File: config.mk
export PLATFORM = sky130hd
export DESIGN_NAME = calc_controller
export DESIGN_NICKNAME = d
export VERILOG_FILES = /design/src/rtl/calc_pkg.sv /design/src/rtl/calc_controller_key_event.sv /design/src/rtl/calc_controller.sv
export SDC_FILE = /design/constraint.sdc
export NUM_CORES = 1
export LEC_CHECK = 0
export CAP_MARGIN = 40
export CORE_ASPECT_RATIO = 1.25
export CORE_UTILIZATION = 25
export DETAILED_ROUTE_END_ITERATION = 16
export GPL_TIMING_DRIVEN = 0
export PLACE_DENSITY = 0.51
export SETUP_SLACK_MARGIN = 0.3
export SLEW_MARGIN = 20
export SYNTH_ARGS = -nofsm -noshare
export SYNTH_HDL_FRONTEND = slang
export SYNTH_SLANG_ARGS = --single-unit
export TNS_END_PERCENT = 100
File: constraint.sdc
create_clock -name clk -period 5.1 [get_ports clk]
set_input_delay 1.02 -clock clk [delete_from_list [all_inputs] [get_ports clk]]
set_output_delay 1.02 -clock clk [all_outputs]
set_load 0.01 [all_outputs]
File: src/rtl/calc_pkg.sv
// Shared types and constants for the calculator front-end sequencer.
package calc_pkg;

  // Largest operand that decimal digit entry may build (8 digits).
  localparam int unsigned MAX_ENTRY = 99_999_999;

  // Display pattern shown after an ALU error; callers truncate it to their width.
  localparam logic [63:0] ERR_DISPLAY = '1;

  // Operator key codes as presented on the opcode input (3'b111 is reserved).
  typedef enum logic [2:0] {
    OP_NONE = 3'b000,
    OP_EQ   = 3'b001,
    OP_ADD  = 3'b010,
    OP_SUB  = 3'b011,
    OP_MUL  = 3'b100,
    OP_DIV  = 3'b101,
    OP_CLR  = 3'b110
  } opcode_e;

  typedef enum logic [2:0] {
    ST_ENTER_A,
    ST_ENTER_B,
    ST_EXEC,
    ST_SHOW,
    ST_ERR
  } state_e;

  // True for the four codes that name an ALU operation.
  function automatic logic is_arith(input logic [2:0] code);
    return (code >= OP_ADD) && (code <= OP_DIV);
  endfunction

endpackage

File: src/rtl/calc_controller_key_event.sv
// Press detector for the one-hot digit buttons: one registered event per
// press, with the pressed button encoded as a 4-bit digit.
module calc_controller_key_event (
  input  logic       clk,
  input  logic       pwr,
  input  logic [9:0] btn,
  output logic       evt,
  output logic [3:0] digit
);

  logic [9:0] btn_prev;
  logic [3:0] code;

  // Encode the highest set button; only consulted when btn is one-hot.
  // NOTE: every variable written here gets a default first so no latch is inferred.
  always_comb begin
    code = '0;
    for (int i = 0; i < 10; i++) begin
      if (btn[i]) code = 4'(i);
    end
  end

  // Edge detect: a press counts only if the previous sample was all-zero and
  // this one is a single button, so a multi-button press is dropped entirely.
  // NOTE: sequential state uses non-blocking assignments so all registers update together.
  always_ff @(posedge clk) begin
    if (pwr) begin
      btn_prev <= '0;
      evt      <= 1'b0;
      digit    <= '0;
    end else begin
      btn_prev <= btn;
      evt      <= (btn_prev == '0) && $onehot(btn);
      digit    <= code;
    end
  end

endmodule

File: src/rtl/calc_controller.sv
// Calculator front-end: decimal operand entry, operator latch and a single
// outstanding req/done transaction to the shared ALU.
module calc_controller #(
  parameter int          WIDTH     = 32,
  parameter int unsigned MAX_ENTRY = calc_pkg::MAX_ENTRY
) (
  input  logic             clk,
  input  logic             pwr,
  input  logic [9:0]       btn,
  input  logic [2:0]       opcode,
  output logic             alu_req,
  output logic [2:0]       alu_op,
  output logic [WIDTH-1:0] alu_a,
  output logic [WIDTH-1:0] alu_b,
  input  logic             alu_done,
  input  logic [WIDTH-1:0] alu_result,
  input  logic             alu_err,
  output logic [WIDTH-1:0] displayedNum,
  output logic             err,
  output logic             busy
);

  import calc_pkg::*;

  localparam int EW = WIDTH + 4;

  // Event registers
  logic       digit_evt;
  logic [3:0] digit;
  logic [2:0] opcode_prev;
  logic       key_evt;
  logic [2:0] key_code;

  // Sequencer state and its next values
  state_e           state, state_n;
  logic [WIDTH-1:0] acc, acc_n;
  logic [WIDTH-1:0] a_reg, a_n;
  opcode_e          op_reg, op_n;
  opcode_e          pend_op, pend_n;
  logic             b_typed, b_typed_n;
  logic [WIDTH-1:0] disp_n;
  logic             err_n, req_n, busy_n;
  logic [WIDTH-1:0] alu_a_n, alu_b_n;
  logic [2:0]       alu_op_n;

  // Decoded events for this cycle; a key event suppresses a coincident digit.
  logic is_clr, is_eq, is_op, is_dig;
  logic [EW-1:0]    acc_wide, entry_wide;
  logic             entry_ok;
  logic [WIDTH-1:0] entry_val;

  calc_controller_key_event u_key_event (
    .clk   (clk),
    .pwr   (pwr),
    .btn   (btn),
    .evt   (digit_evt),
    .digit (digit)
  );

  // Opcode press detector: event on the first non-zero code after zero.
  always_ff @(posedge clk) begin
    if (pwr) begin
      opcode_prev <= '0;
      key_evt     <= 1'b0;
      key_code    <= '0;
    end else begin
      opcode_prev <= opcode;
      key_evt     <= (opcode_prev == 3'b000) && (opcode != 3'b000);
      key_code    <= opcode;
    end
  end

  // Event decode and the candidate value for a digit appended to acc.
  always_comb begin
    is_clr     = key_evt && (key_code == OP_CLR);
    is_eq      = key_evt && (key_code == OP_EQ);
    is_op      = key_evt && is_arith(key_code);
    is_dig     = digit_evt && !key_evt;
    acc_wide   = {4'b0000, acc};
    entry_wide = (acc_wide << 3) + (acc_wide << 1) + EW'(digit);
    entry_ok   = entry_wide <= EW'(MAX_ENTRY);
    entry_val  = entry_wide[WIDTH-1:0];
  end

  // Next-state and next-register logic; everything holds unless a case changes it.
  always_comb begin
    state_n   = state;
    acc_n     = acc;
    a_n       = a_reg;
    op_n      = op_reg;
    pend_n    = pend_op;
    b_typed_n = b_typed;
    disp_n    = displayedNum;
    err_n     = err;
    req_n     = alu_req;
    busy_n    = busy;
    alu_a_n   = alu_a;
    alu_b_n   = alu_b;
    alu_op_n  = alu_op;

    if (is_clr) begin
      // Clear outranks everything, including an alu_done arriving this cycle.
      state_n   = ST_ENTER_A;
      acc_n     = '0;
      a_n       = '0;
      op_n      = OP_NONE;
      pend_n    = OP_NONE;
      b_typed_n = 1'b0;
      disp_n    = '0;
      err_n     = 1'b0;
      req_n     = 1'b0;
      busy_n    = 1'b0;
      alu_a_n   = '0;
      alu_b_n   = '0;
      alu_op_n  = '0;
    end else begin
      case (state)
        ST_ENTER_A: begin
          if (is_op) begin
            a_n       = acc;
            op_n      = opcode_e'(key_code);
            acc_n     = '0;
            b_typed_n = 1'b0;
            state_n   = ST_ENTER_B;
          end else if (is_dig && entry_ok) begin
            acc_n  = entry_val;
            disp_n = entry_val;
          end
        end

        ST_ENTER_B: begin
          if ((is_op || is_eq) && b_typed) begin
            alu_a_n   = a_reg;
            alu_b_n   = acc;
            alu_op_n  = op_reg;
            req_n     = 1'b1;
            busy_n    = 1'b1;
            b_typed_n = 1'b0;
            pend_n    = is_op ? opcode_e'(key_code) : OP_NONE;
            state_n   = ST_EXEC;
          end else if (is_op) begin
            op_n = opcode_e'(key_code);
          end else if (is_dig) begin
            b_typed_n = 1'b1;
            if (entry_ok) begin
              acc_n  = entry_val;
              disp_n = entry_val;
            end
          end
        end

        ST_EXEC: begin
          if (alu_done) begin
            req_n  = 1'b0;
            busy_n = 1'b0;
            if (alu_err) begin
              disp_n  = WIDTH'(ERR_DISPLAY);
              err_n   = 1'b1;
              state_n = ST_ERR;
            end else begin
              disp_n = alu_result;
              if (pend_op == OP_NONE) begin
                state_n = ST_SHOW;
              end else begin
                // Chained operator: the result becomes the next left operand.
                a_n       = alu_result;
                op_n      = pend_op;
                acc_n     = '0;
                b_typed_n = 1'b0;
                state_n   = ST_ENTER_B;
              end
            end
          end
        end

        ST_SHOW: begin
          if (is_op) begin
            a_n       = displayedNum;
            op_n      = opcode_e'(key_code);
            acc_n     = '0;
            b_typed_n = 1'b0;
            state_n   = ST_ENTER_B;
          end else if (is_dig) begin
            acc_n   = WIDTH'(digit);
            disp_n  = WIDTH'(digit);
            state_n = ST_ENTER_A;
          end
        end

        ST_ERR: begin
          if (is_dig) begin
            err_n   = 1'b0;
            acc_n   = WIDTH'(digit);
            disp_n  = WIDTH'(digit);
            state_n = ST_ENTER_A;
          end
        end

        default: state_n = ST_ENTER_A;
      endcase
    end
  end

  // State and datapath registers, synchronous reset on pwr.
  always_ff @(posedge clk) begin
    if (pwr) begin
      state        <= ST_ENTER_A;
      acc          <= '0;
      a_reg        <= '0;
      op_reg       <= OP_NONE;
      pend_op      <= OP_NONE;
      b_typed      <= 1'b0;
      displayedNum <= '0;
      err          <= 1'b0;
      alu_req      <= 1'b0;
      busy         <= 1'b0;
      alu_a        <= '0;
      alu_b        <= '0;
      alu_op       <= '0;
    end else begin
      state        <= state_n;
      acc          <= acc_n;
      a_reg        <= a_n;
      op_reg       <= op_n;
      pend_op      <= pend_n;
      b_typed      <= b_typed_n;
      displayedNum <= disp_n;
      err          <= err_n;
      alu_req      <= req_n;
      busy         <= busy_n;
      alu_a        <= alu_a_n;
      alu_b        <= alu_b_n;
      alu_op       <= alu_op_n;
    end
  end

endmodule

* Word level (Yosys, flattened, before mapping) *
Cells that the tools add are included.

word-level totals
  bits in registers = 194
  bits in latches = 0
  memory bits (writable) = 0
  memory bits (read-only) = 0
  input port bits = 49
  output and inout port bits = 102
  memories kept = 0

cells by class
  add/sub/neg operators = 11
  $mul = 0
  div/mod/pow operators = 0
  $lt $le $gt $ge = 3
  eq/ne operators = 26
  shift operators = 0
  muxes and demuxes = 63
  bitwise logic cells = 0
  reduce and logical (&&, ||, !) cells = 33

operator list
  kind                                                                                count
  32-bit two-way mux                                                                  21
  32-bit one-hot mux with 5 select lines                                              2
  32-bit one-hot mux with 3 select lines                                              1
  3-bit two-way mux                                                                   16
  35-bit by 33-bit adder with 36-bit output                                           1
  36-bit by 4-bit adder with 36-bit output                                            1
  36-bit by 27-bit less-or-equal comparator with 1-bit output, second input constant  1
  2-bit inequality test, second input constant                                        15
  9-bit AND reduction                                                                 2
  4-bit adder                                                                         4
  3-bit one-hot mux with 5 select lines                                               1
  1-bit two-way mux                                                                   13
  1-bit by 1-bit adder with 2-bit output                                              5
  10-bit logical NOT                                                                  1
  1-bit logical AND                                                                   9
  3-bit logical NOT                                                                   3
  3-bit inequality test, second input constant                                        3
  3-bit one-hot mux with 3 select lines                                               1
  3-bit nonzero test                                                                  3
  4-bit two-way mux                                                                   2
  7-bit AND reduction                                                                 1
  3-bit by 1-bit equality test with 1-bit output, second input constant               2
  3-bit by 2-bit equality test with 1-bit output, second input constant               2
  3-bit equality test, second input constant                                          2
  other kinds (18)                                                                    24

* Longest topological paths before layout *
Gate-level depths: netlist of run 1.

  word-level depth = 9
  gate-level depth with buffers = 17

* Modules after synthesis *
From an unflattened synthesis of run 1, not the netlist that was laid out.

second synthesis, totals
  cells, all modules = 1373
  area total of the unflattened synthesis = 10864.2 um2

by module, submodules not included
  module                     times used  cells an instance  area an instance (um2)  seq. area each (um2)
  calc_controller            1           1301               10114.7                 3583.4
  calc_controller_key_event  1           72                 749.5                   300.3

* Worst setup path after synthesis of run 1 *
No wires, ideal clock.

  kind = reg2reg
  start = register acc[0]
  end = register displayedNum[4]
  library setup time = 0.128 ns
  arrival = 4.108 ns
  path slack = 0.865 ns
  stages on the path, launching flop included = 17
  cells stage by stage = dfxtp_1 inv_1 fa_1 fa_1 and2b_1 o2111ai_1 a311o_1 nand2_1 xnor2_1 or4_1 o311a_1 o2111a_2 a21oi_2 buf_6 buf_12 mux2i_1 nor2_1

between the ends
  cells in the longest elaborated chain, start to end = 7

ends and longest elaborated chain
  item                                                                                                                 RTL line                RTL
  from (decl)                                                                                                          calc_controller.sv:36   logic [WIDTH-1:0] acc, acc_n;
  from (signal assigned)                                                                                               calc_controller.sv:222  acc <= acc_n;
  35-bit by 33-bit adder with 36-bit output (*)                                                                        calc_controller.sv:80   entry_wide = (acc_wide << 3) + (acc_wide << 1) + EW'(digit);
  36-bit by 4-bit adder with 36-bit output (*)                                                                         calc_controller.sv:80
  parallel branches: the longest is 5 deep, another holds 36-bit by 27-bit less-or-equal comparator with 1-bit output  -
  to (signal assigned)                                                                                                 calc_controller.sv:227  displayedNum <= disp_n;
  to (decl)                                                                                                            calc_controller.sv:18   output logic [WIDTH-1:0] displayedNum,

Every way passes the cells marked *. The select of a mux whose other input is x is not followed.
A chain may end at the register's enable or synchronous reset.

* Worst setup path in the final report of run 1 *
  start = register acc[2]
  end = register acc[26]

between the ends
  cells in the longest elaborated chain, start to end = 7

ends and longest elaborated chain
  item                                                                                                                 RTL line
  35-bit by 33-bit adder with 36-bit output (*)                                                                        calc_controller.sv:80
  36-bit by 4-bit adder with 36-bit output (*)                                                                         calc_controller.sv:80
  parallel branches: the longest is 5 deep, another holds 36-bit by 27-bit less-or-equal comparator with 1-bit output  -

Marks and branches as above.

==> results.tsv, run 1 <==
stage	metric	value	unit
synthesis	syn-instance-count	1402	
placed_design	post-dp-hpwl	34200	microns
synthesis	yosysWarnings	0	
sta	timing.final.crit_share	0.911	
clock_network	cts_max_path_buffers	2	
pwr	p_switching	1.32	mW
global_routing	grt_max_degree	21	
critical_path	crit_fanout	10	
clock_network	clk_latency	0.46	ns
pwr	pwr-share-seq	0.399	
die	dieArea	0.0454	sq mm
pwr	pwr-share-clk	0.375	
sta	setup_viol	0	
clock_network	cts-htree-levels	4	
sta	max_slew_margin	0.455	
critical_path	start_kind	flip-flop	
sta	hold_violations	0	
clock_network	cts_num_sinks	194	
sta	worst_pin_slew	0.818	ns
die	core_area	0.0440	sq mm
sta	fin_ws	0.452	ns
clock_network	cts_tree	yes	
die	start_util	0.253	
critical_path	cp-end-kind	flip-flop	
global_routing	grt_antenna_before_repair	1	
placed_design	preCtsSetupSlack	-0.0612	ns
die	placementRows	86	
flow_run	cap_violations	0	
placed_design	dp_cells	2125	
finish	final_cell_mix	nand2_1, dfxtp_1, a21oi_1	
route	routed_wl	42600	microns
route	routedWlPerCell	19.6	microns
critical_path	crit_type	flip-flop to flip-flop	
critical_path	cp.arrival	5.00	ns
finish	final_util	0.324	
pwr	p_leak	5.45	nW
route	drtPass1Iterations	7	
synthesis	synth_area	0.0111	sq mm
pwr	vdd_ir_drop_max	0.261	mV
global_routing	grt.overflow.total	0	
synthesis	seq_area_frac_synth	0.349	
worst_hold_path	hold_path_class	flip-flop to flip-flop	
global_routing	grt_pass1_vias	10700	
global_routing	grt_pass1_wl	64300	microns
sta	period_needed	4.65	ns
pwr	power.share.switching	0.337	
route	drc	0	
clock_network	cts_hold_buf	0	
sta	rsz0062_at_grt	no	
finish	final_common_cell	nand2_1	
synthesis	ys_types	81	
finish	layout-drive-gt1-share	0.0639	
synthesis	syn_nets	1532	
global_routing	grt_usage	0.188	
placed_design	gp_congestion	0.891	
synthesis	yosys.area.top_type	dfxtp_1	
route	routed-via-count	10900	
pwr	p_int	2.60	mW
die	io_pins	151	
clock_network	cts_buffers	17	
finish	nNetsFinal	1714	
route	via_per_inst	5.04	
sta	fin_skew	0.0134	ns
synthesis	synth_top_area_share	0.349	
synthesis	synth-main-ff-cell	dfxtp_1	
finish	stdcell_count	2170	
route	final_antenna_net_count	0	
die	die_h	238	microns
synthesis	yosys-top-cells-area	dfxtp_1, ha_1, a21oi_1	
sta	timing.setup.tns	0	ns
clock_network	clkTransAtPathRegs	0.08	ns
synthesis	yosys_register_bits	194	
sta	clock.fmax	215	MHz
pwr	p_per_area	275	mW/mm^2
synthesis	async_flop_share	0	
sta	slew_viol_final	0	
pwr	comb_power_share	0.226	
finish	fillCellCount	4652	
synthesis	synth_edf_count	0	
critical_path	cp_data_required_time	5.45	ns
clock_network	ctsRootBufferMaster	clkbuf_16	
route	drt_iter0_drc	582	
synthesis	syn_avg_cell_area	7.94	sq um
placed_design	io_buffers	149	
die	die_w	191	microns
run_status	outcome	finished clean	
sta	holdWs	0.458	ns
finish	syn2layout_area_growth	28.2	%
==> cell usage after synthesis, types with 4 or more instances <==
library cell  number
a21o_1            24
o21bai_1           5
nor2b_1           13
a21oi_1          169
o22ai_1            5
xnor2_1            8
nand2b_1          14
fa_1               8
o211ai_1           6
o21ai_0           85
a22o_1            12
a31oi_1            9
a211oi_1          42
buf_2              4
inv_1             44
dfxtp_1          194
xor2_1            12
nand3_1            8
nor2_1           155
and2_1             6
nand4_1           14
o21a_1             7
ha_1              73
or2_2              4
nor3_1            18
or3_1              6
nor4_1            15
mux2i_1           63
clkbuf_1          81
nand2_1          207
a311oi_1           6
==> worst paths after layout <==
path | startpoint | to | slack (ns) | cells past startpoint
hold / removal | alu_a[23]$_SDFFE_PP0P_ | alu_a[23]$_SDFFE_PP0P_ | 0.46 | 2
setup / recovery | acc[2]$_SDFFE_PP0P_ | acc[26]$_SDFFE_PP0P_ | 0.45 | 15
hold reg to reg | alu_a[23]$_SDFFE_PP0P_ | alu_a[23]$_SDFFE_PP0P_ | 0.46 | 2
setup reg to reg | acc[2]$_SDFFE_PP0P_ | acc[26]$_SDFFE_PP0P_ | 0.45 | 15
==> worst max-delay path: stages, from the launching register on <==
cell	delay (ns)
dfxtp_2	0.39
inv_1	0.11
fa_1	0.50
fa_2	0.42
and2b_2	0.25
o2111ai_4	0.17
a32o_2	0.38
nand2_1	0.09
xnor2_1	0.12
or4_1	0.54
o311a_1	0.40
o2111a_2	0.33
a21oi_4	0.30
nor3_2	0.10
buf_4	0.23
a22o_1	0.19
==> metal layers <==
layer / global-route usage / share of wire
met1: 0.226 / 0.42
met2: 0.337 / 0.51
met3: 0.0294 / 0.046
met4: 0.0635 / 0.023
met5: 0 / 0
==> power groups by stage <==
stage	clock [mW]	sequential, mW	combinational, mW
2_1_floorplan	0	1.59	0.561
3_3_place_gp	0	1.60	0.849
3_5_place_dp	0	1.60	0.867
4_1_cts	1.50	1.57	0.870
5_1_grt	1.55	1.57	0.958
6_report	1.47	1.57	0.888
==> kinds of logic (layout without fill, tap and decap cells) <==
logic type | count (synthesis) | in the layout | share of synthesized area
DFF | 194 | 194 | 0.349
and+or+nand+nor | 480 | 480 | 0.189
adders and majority gates | 81 | 81 | 0.0965
buffers and inverters | 140 | 335 | 0.0536
other | 0 | 1 | 0
xor gates and xnor gates | 20 | 20 | 0.0157
muxes | 65 | 65 | 0.0587
AOI/OAI and AO/OA | 422 | 422 | 0.238
==> repair_timing <==
| item | in CTS | in global routing |
|---|---|---|
| gates resized for setup | 9 | 24 |
| gates cloned | 0 | 1 |
| pin swaps | 5 | 8 |
| setup buffers | 3 | 8 |
| endpoints found under the setup margin | 64 | 64 |
==> final cells by class <==
type,instances,area (sq um),share of cell area
multi-input combinational,1068,6810,0.478
inverter,44,165,0.0116
sequential,194,3890,0.272
antenna,1,2.50,0.000175
timing repair buffer,163,1610,0.112
buffer,96,435,0.0305
tap,572,716,0.0502
clock inverter,15,219,0.0153
clock buffer,17,425,0.0298
==> through the flow <==
stage	cell area [sq um]	power, mW
finish	14300	3.93
global route	14300	4.08
CTS	14100	3.93
detailed placement	13400	2.47
global placement	13300	2.45
floorplan	11100	2.15
Note: power is estimated with default switching activity, not from simulation.
==> run 2, diff against run 1 <==
==> constraint.sdc (replaced) <==
create_clock -name clk -period 5.1 [get_ports clk]
set_input_delay 1.275 -clock clk [delete_from_list [all_inputs] [get_ports clk]]
set_output_delay 1.275 -clock clk [all_outputs]
set_load 0.01 [all_outputs]
==> results of run 2 <==
Final layout, timing and power as in run 1 (identical DEF).
==> run 3, diff against run 2 <==
DONT_BUFFER_PORTS = 1   (was not set)
PLACE_DENSITY = 0.46   (was 0.51)
==> run 3 against run 2 <==
  * Global-route usage down 0.079 points
  * Worst setup slack worse by 0.051 ns
  * Critical path depth up 1
  * Die area unchanged
  * Critical endpoint is now displayedNum[21]$_SDFFE_PP0P_
  * Flip-flop and latch count unchanged
  * Largest power group unchanged
  * Largest cell class unchanged
==> results.tsv, run 3 (synthesized netlist as in run 1, its figures left out) <==
stage	metric	value	unit	change
die	dieArea	0.0454	sq mm	unchanged
sta	max_slew_margin	0.466		+0.0109
pwr	p_per_area	298	mW/mm^2	+8.5%
finish	diodes	0		-1
clock_network	cts_buffers	17		unchanged
route	drt_iter0_drc	703		+21%
route	drtPass1Iterations	5		-2
global_routing	grt.overflow.total	0		unchanged
clock_network	cts_tree	yes		
die	die_h	238	microns	unchanged
critical_path	cp.arrival	5.03	ns	+0.03 ns
critical_path	r2r_start	acc[0]$_SDFFE_PP0P_		
finish	fillCellCount	4741		+1.9%
route	routedWlPerCell	21.2	microns	+7.9%
critical_path	crit_type	flip-flop to flip-flop		
finish	stdcell_count	2017		-7.1%
sta	setup_viol	0		unchanged
pwr	vdd_ir_drop_max	0.202	mV	-23%
placed_design	gp_congestion	0.913		+2.5%
pwr	p_switching	1.29	mW	-2.6%
global_routing	grt_pass1_vias	10100		-5.0%
sta	worst_pin_slew	0.802	ns	-0.0163 ns
pwr	comb_power_share	0.221		-0.005
placed_design	preCtsSetupSlack	-0.139	ns	-0.0779 ns
sta	rsz0062_at_grt	no		
sta	slew_viol_final	0		unchanged
critical_path	start_kind	flip-flop		
placed_design	io_buffers	0		-100%
die	io_pins	151		unchanged
route	drc	0		unchanged
route	via_per_inst	5.16		+2.4%
die	placementRows	86		unchanged
clock_network	cts_num_sinks	194		unchanged
die	start_util	0.253		unchanged
pwr	fin_total_pwr	3.80	mW	-3.3%
clock_network	clkTransAtPathRegs	0.08	ns	about the same
placed_design	dp_cells	1978		-6.9%
sta	fin_ws	0.401	ns	-0.0508 ns
pwr	pwr-share-seq	0.413		+0.014
global_routing	grt_pass1_wl	63400	microns	-1.4%
critical_path	reg2reg_to	displayedNum[21]$_SDFFE_PP0P_		
worst_hold_path	hold_start	a_reg[30]$_SDFFE_PP0P_		
flow_run	cap_violations	0		unchanged
worst_hold_path	min_path_cells	2		unchanged
critical_path	cp-end-kind	flip-flop		
global_routing	grt_usage	0.187		-0.000789
route	final_antenna_net_count	0		unchanged
placed_design	post-dp-hpwl	34200	microns	about the same
finish	syn2layout_area_growth	14.4	%	
clock_network	clk_latency	0.46	ns	about the same
die	die_w	191	microns	unchanged
clock_network	ctsRootBufferMaster	clkbuf_16		
critical_path	r2r_slack	0.40	ns	-0.05 ns
finish	final_common_cell	nand2_1		
pwr	power.share.switching	0.339		+0.00219
finish	final_util	0.289		-0.0351
worst_hold_path	whs_endpoint	alu_a[30]$_SDFFE_PP0P_		
global_routing	grt_max_degree	20		-4.8%
route	routed_wl	42700	microns	+0.30%
pwr	p_leak	4.86	nW	-11%
critical_path	rr_worst_depth	16		+1
finish	nNetsFinal	1562		-8.9%
pwr	p_int	2.51	mW	-3.6%
clock_network	cts_max_path_buffers	2		unchanged
finish	layout-drive-gt1-share	0.0720		+0.00810
pwr	pwr-share-clk	0.366		-0.009
sta	clock.fmax	213	MHz	-1.1%
route	routed-via-count	10400		-4.9%
critical_path	cp_data_required_time	5.43	ns	-0.02 ns
run_status	outcome	finished clean		
finish	final_cell_mix	nand2_1, dfxtp_1, a21oi_1		
global_routing	grt_antenna_before_repair	0		-1
worst_hold_path	hold_path_class	flip-flop to flip-flop		
finish	finish.instance_area	0.0127	sq mm	-11%
clock_network	cts-htree-levels	4		unchanged
placed_design	placed_area	0.0119	sq mm	-11%
sta	period_needed	4.70	ns	+0.0508 ns
die	core_area	0.0440	sq mm	unchanged
sta	timing.final.crit_share	0.921		+0.00995
sta	fin_skew	0.0160	ns	+0.00264 ns
critical_path	crit_fanout	10		unchanged
sta	hold_violations	0		unchanged
-- run 3: cell types whose count changed in the layout (fill, tap and decap cells not counted), sizes merged --
| cell | before | now |
|---|---|---|
| diode | 1 | 0 |
| clkbuf | 98 | 99 |
| inv | 49 | 50 |
| clkinvlp | 0 | 3 |
| clkinv | 8 | 4 |
| clkdlybuf4s50 | 149 | 0 |
| buf | 29 | 26 |
| bufinv | 2 | 1 |
-- run 3: power by group through the flow --
stage	sequential (mW)	clock, mW	combinational [mW]
after floorplan	1.59	0	0.561
after global placement	1.60	0	0.810
after detailed placement	1.60	0	0.820
after CTS	1.57	1.41	0.827
after global routing	1.57	1.48	0.908
final	1.57	1.39	0.840
-- run 3: worst max path at each step --
stage / startpoint / end / slack [ns] / cells after the start
global placement: u_key_event.digit[3]$_SDFF_PP0_ / acc[15]$_SDFFE_PP0P_ / -0.16 / 15
floorplan: acc[0]$_SDFFE_PP0P_ / displayedNum[4]$_SDFFE_PP0P_ / 0.86 / 16
detailed placement: u_key_event.digit[3]$_SDFF_PP0_ / acc[13]$_SDFFE_PP0P_ / -0.14 / 15
finish: acc[0]$_SDFFE_PP0P_ / displayedNum[21]$_SDFFE_PP0P_ / 0.40 / 16
global route: acc[0]$_SDFFE_PP0P_ / displayedNum[12]$_SDFFE_PP0P_ / 0.28 / 19
CTS: u_key_event.digit[3]$_SDFF_PP0_ / displayedNum[21]$_SDFFE_PP0P_ / 0.32 / 16
-- run 3: worst max-delay path: stages, from the launching register on --
cell and delay [ns]:
dfxtp_4 0.39, inv_1 0.07, fa_2 0.50, fa_2 0.42
and2b_2 0.26, o2111ai_4 0.17, a311o_1 0.48, nand2_2 0.11
xnor2_2 0.11, or4_1 0.48, o311a_1 0.37, o2111a_2 0.36
a21oi_4 0.22, buf_6 0.18, buf_12 0.16, mux2i_1 0.21
nor2_1 0.06
-- run 3: routing by layer --
layer  vias up  part of all wire  GRT usage
met5         -                 0          0
met3        70             0.059     0.0406
met4         0             0.044     0.0880
li1       5030                 -          -
met2       279              0.50      0.330
met1      5032              0.40      0.214
-- run 3: what timing repair did --
item / 4_1_cts / 5_1_grt
cloned: 0 / 1
buffers inserted: 4 / 2
resized for setup: 10 / 30
hold buffers: 0 / 0
endpoints found under the setup margin: 64 / 55
pin swaps: 5 / 9
endpoints found under the hold margin: 0 / 0
-- run 3: metrics by stage --
| stage | hold slack, ns | setup TNS [ns] |
|---|---|---|
| floorplan | 0.432 | 0 |
| global placement | 0.445 | -2.01 |
| detailed placement | 0.450 | -1.36 |
| CTS | 0.460 | 0 |
| global route | 0.488 | 0 |
| finish | 0.458 | 0 |
-- run 3: final cells by class --
type	count	area, sq um	area share
multi-input combinational	1068	6830	0.536
sequential	194	3900	0.306
tap	572	716	0.0562
buffer	96	434	0.0341
clock buffer	18	429	0.0337
clock inverter	14	170	0.0134
inverter	44	165	0.0130
timing repair buffer	11	91.3	0.00718
